===== config.mk =====
export PLATFORM = sky130hd
export DESIGN_NAME = decoder_3to8
export DESIGN_NICKNAME = d
export VERILOG_FILES = /design/src/rtl/decoder_3to8.sv
export SDC_FILE = /design/constraint.sdc
export NUM_CORES = 1
export LEC_CHECK = 0
export ABC_AREA = 1
export CORE_AREA = 2 2 39 41
export CTS_CLUSTER_DIAMETER = 30
export CTS_CLUSTER_SIZE = 14
export DETAILED_ROUTE_END_ITERATION = 8
export DIE_AREA = 0 0 41 43
export GPL_TIMING_DRIVEN = 0
export PLACE_DENSITY = 0.56
export SLEW_MARGIN = 20
export SYNTH_ARGS = -nofsm -noshare
export SYNTH_HDL_FRONTEND = slang
export SYNTH_SLANG_ARGS = --single-unit

===== constraint.sdc =====
create_clock -name CLK -period 1.1 [get_ports CLK]
set_clock_uncertainty 0.2 [all_clocks]
set_input_delay 0.22 -clock CLK [delete_from_list [all_inputs] [get_ports CLK]]
set_output_delay 0.22 -clock CLK [all_outputs]
set_load 0.005 [all_outputs]

===== src/rtl/decoder_3to8.sv =====
// 3-to-8 one-hot decoder with enable, selectable output polarity and registered/combinational timing.
// Optional build macro DECODER_3TO8_HOLD_EN: in registered mode, G=0 holds OUT instead of clearing it.
module decoder_3to8 #(
  parameter bit OUT_ACTIVE_LOW = 1'b0,
  parameter bit REGISTERED     = 1'b1
) (
  input  logic       CLK,
  input  logic       RST_N,
  input  logic       G,
  input  logic [2:0] SEL,
  output logic [7:0] OUT,
  output logic       VALID
);

  // XOR mask applied last, so reset/idle values invert along with the decode.
  localparam logic [7:0] POL_MASK = OUT_ACTIVE_LOW ? 8'hFF : 8'h00;

  logic [7:0] next_out;

  // NOTE: the default assignment before the if keeps this purely combinational (no latch).
  // SEL is only used as an index when G=1, so X/Z on SEL cannot reach OUT while disabled.
  always_comb begin
    next_out = 8'h00;
    if (G) next_out[SEL] = 1'b1;
  end

  // NOTE: sequential state uses non-blocking assignments; reset is asynchronous.
  always_ff @(posedge CLK or negedge RST_N) begin
    if (!RST_N) VALID <= 1'b0;
    else        VALID <= G;
  end

  generate
    if (REGISTERED) begin : g_registered
      logic [7:0] out_q;

      always_ff @(posedge CLK or negedge RST_N) begin
        if (!RST_N) begin
          out_q <= 8'h00;
        end else begin
`ifdef DECODER_3TO8_HOLD_EN
          if (G) out_q <= next_out;
`else
          out_q <= next_out;
`endif
        end
      end

      assign OUT = out_q ^ POL_MASK;
    end else begin : g_combinational
      assign OUT = next_out ^ POL_MASK;
    end
  endgenerate

endmodule


==> results.md <==
- Status: finished, violations left
- Failing checks: negative setup slack
- Post-Syn Area: 289 um2
- WHS: ~0.045 ns
- Finish-stage setup viols: 9
- Root Driver: clkbuf_4
- GR Util met1: 0.0900
- Num CTS Buffers: 3
- Layout cells sized above 1: 0.295
- Worst EP arrival: between 0.7 and 0.8 ns
- Worst-Margin Slew: ~0.39 ns
- H-tree levels: 1
- Initial core utilization: 0.209
- Row count: 14
- Critical path peak fanout: 1
- Final Hold Viols: 0
- Vias: between 200 and 250
- Min-delay worst type: in2async
- Total negative slack: -0.452 ns
- Clock sink count: 9
- Top cell type by total area after synthesis: dfrtp_1
- Met2 Use GR: 0.0969
- Clock slew at reported path FFs: roughly 0.06 ns
- Unique masters post-synth: 4
- #FFs+latches synth: 9
- Vias/cell: roughly 3.6
- Initial antenna violation count: 0
- Gr busiest metal: met2
- Sequential-to-total area share from yosys stat: 0.779
- Largest net degree at the start of global routing: 10
- Largest cells by area after synthesis: dfrtp_1 (78%), nor2_1 (10%), nand2_1 (7.8%), inv_1 (3.9%)
- Gpl congestion: 0.738
- Synth warnings: 0
- CP delay by family, top: flip-flops
- DPL Wire Length: around 380 um
- Total power: between 600 and 700 uW
- Max-cap viol count: 0
- Die Span Y: 43 um
- Area after DPL: 449 um2
- Worst setup margin: -0.0575 ns
- Postcts setup bufs: 0
- Fin util: 0.312
- N_diodes: 0
- Sequential share of power: 0.532
- Most frequent cells in the layout: dfrtp_1 (9), buf_2 (9), nor2_1 (8)
- Number of buffers added on ports: 14
- Clock Power Share: 0.386
- Internal Pwr Total: ~500 uW
- Core Footprint: approximately 1400 um2
- Pwr dens: 1490 nW/um2
- Class of the most critical setup path: reg2out
- Area Overhead vs Synth: 49.4%
- Final net count: between 50 and 60
- IO Count: 15
- Worst relative slew slack: 0.742
- Final Cell Area: roughly 430 um2
- Crit end category: output pin
- Worst-path cell chain: buf_2
- VDD IR max: roughly 0.57 mV
- Sw Pwr: 143 uW
- Top cell type's share of synthesized area: 0.779
- Pleak: about 0.25 nW
- Buffers & Inverters on Critical Path: 1
- Mapped Cells: 26
- GRT Resource Usage Total: 0.0832
- CTS tree: yes
- RSZ-0062 raised after global routing: yes
- Combinational group share of total power: 0.083
- Maximum clock insertion buffer count: 2
- Die area: 1760 um2
- Sw Share: 0.222
- Mean post-synth cell area: roughly 11 um2
- Chip width: approximately 40 um
- Worst path max stage delay: about 0.36 ns
- Max Fclk: approximately 860 MHz
- Vias in the first global route: approximately 210
- Worst setup SP type: register
- Worst Path Required: around 0.68 ns
- Syn nets: 32
- Remaining Overflow, GRT: 0
- Slew Limit Fails: 0
- Routed len/inst: about 8.5 um
- Drt first pass iters: 4
- Final WL: roughly 510 um
- DR DRC count: 0
- First-pass GRT wire length: between 800 and 900 um
- Fin crit period: 1.16 ns
- GR Util met3: 0.0628
- Antenna violation net count after detailed routing: 0
- Post-route clock period utilization: 1.05
- DRT iter0 DRCs: 4
- Crit path max-delay cell type: dfrtp_1
- Critical path depth: 1
## worst paths after layout
path                       startpoint     end  slack, ns
max in group asynchronous       RST_N  OUT[0]       0.38
hold / removal                  RST_N  OUT[7]       0.05
min in group CLK                    G   VALID       0.26
setup / recovery                VALID   VALID      -0.06
## stage by stage
stage,worst slack (ns),instances
after CTS,-0.0686,60
after global placement,-0.141,56
after floorplan,0.331,26
final,-0.0575,60
after global routing,-0.107,60
after detailed placement,-0.146,56
## cell usage after synthesis
library cell	count
nor2_1	8
inv_1	3
dfrtp_1	9
nand2_1	6
## logic make-up after synthesis
logic type,Yosys count,synth area share
flops,9,0.779
buf+inv,3,0.0390
simple gates,14,0.182
## final cells by class
class                      instances  area (um2)
fill                             147         952
sequential                         9         225
timing repair buffer              14        95.1
multi-input combinational         14        52.6
clock buffer                       3        22.5
tap                               16        20.0
inverter                           3        11.3
clock inverter                     1        5.00
## sequential cells by signal, indices dropped and copies added, names as in the netlist
signal	cells
VALID	1
OUT	8
## power by group through the flow
stage	Sequential, mW	Combinational (mW)	Clock [mW]
after floorplan	0.350	0.0139	0
after global placement	0.349	0.0624	0
after detailed placement	0.349	0.0633	0
after CTS	0.342	0.0545	0.262
after global routing	0.342	0.0614	0.292
final	0.342	0.0532	0.248
## layer usage
| metal | part of all wire | vias to the layer above | wire (um) |
|---|---|---|---|
| met4 | 0.020 | 0 | 10 |
| met2 | 0.41 | 11 | 210 |
| met5 | 0 | - | 0 |
| met3 | 0.11 | 2 | 55 |
| met1 | 0.46 | 95 | 231 |
| li1 | - | 110 | - |
## timing repair
item | in CTS | in global routing
endpoints found under the setup margin | 9 | 9
hold endpoints to repair | 0 | 0
hold buffers | 0 | 0
resized for setup | 36 | 0
No activity file was read; power rests on OpenSTA's default activity.
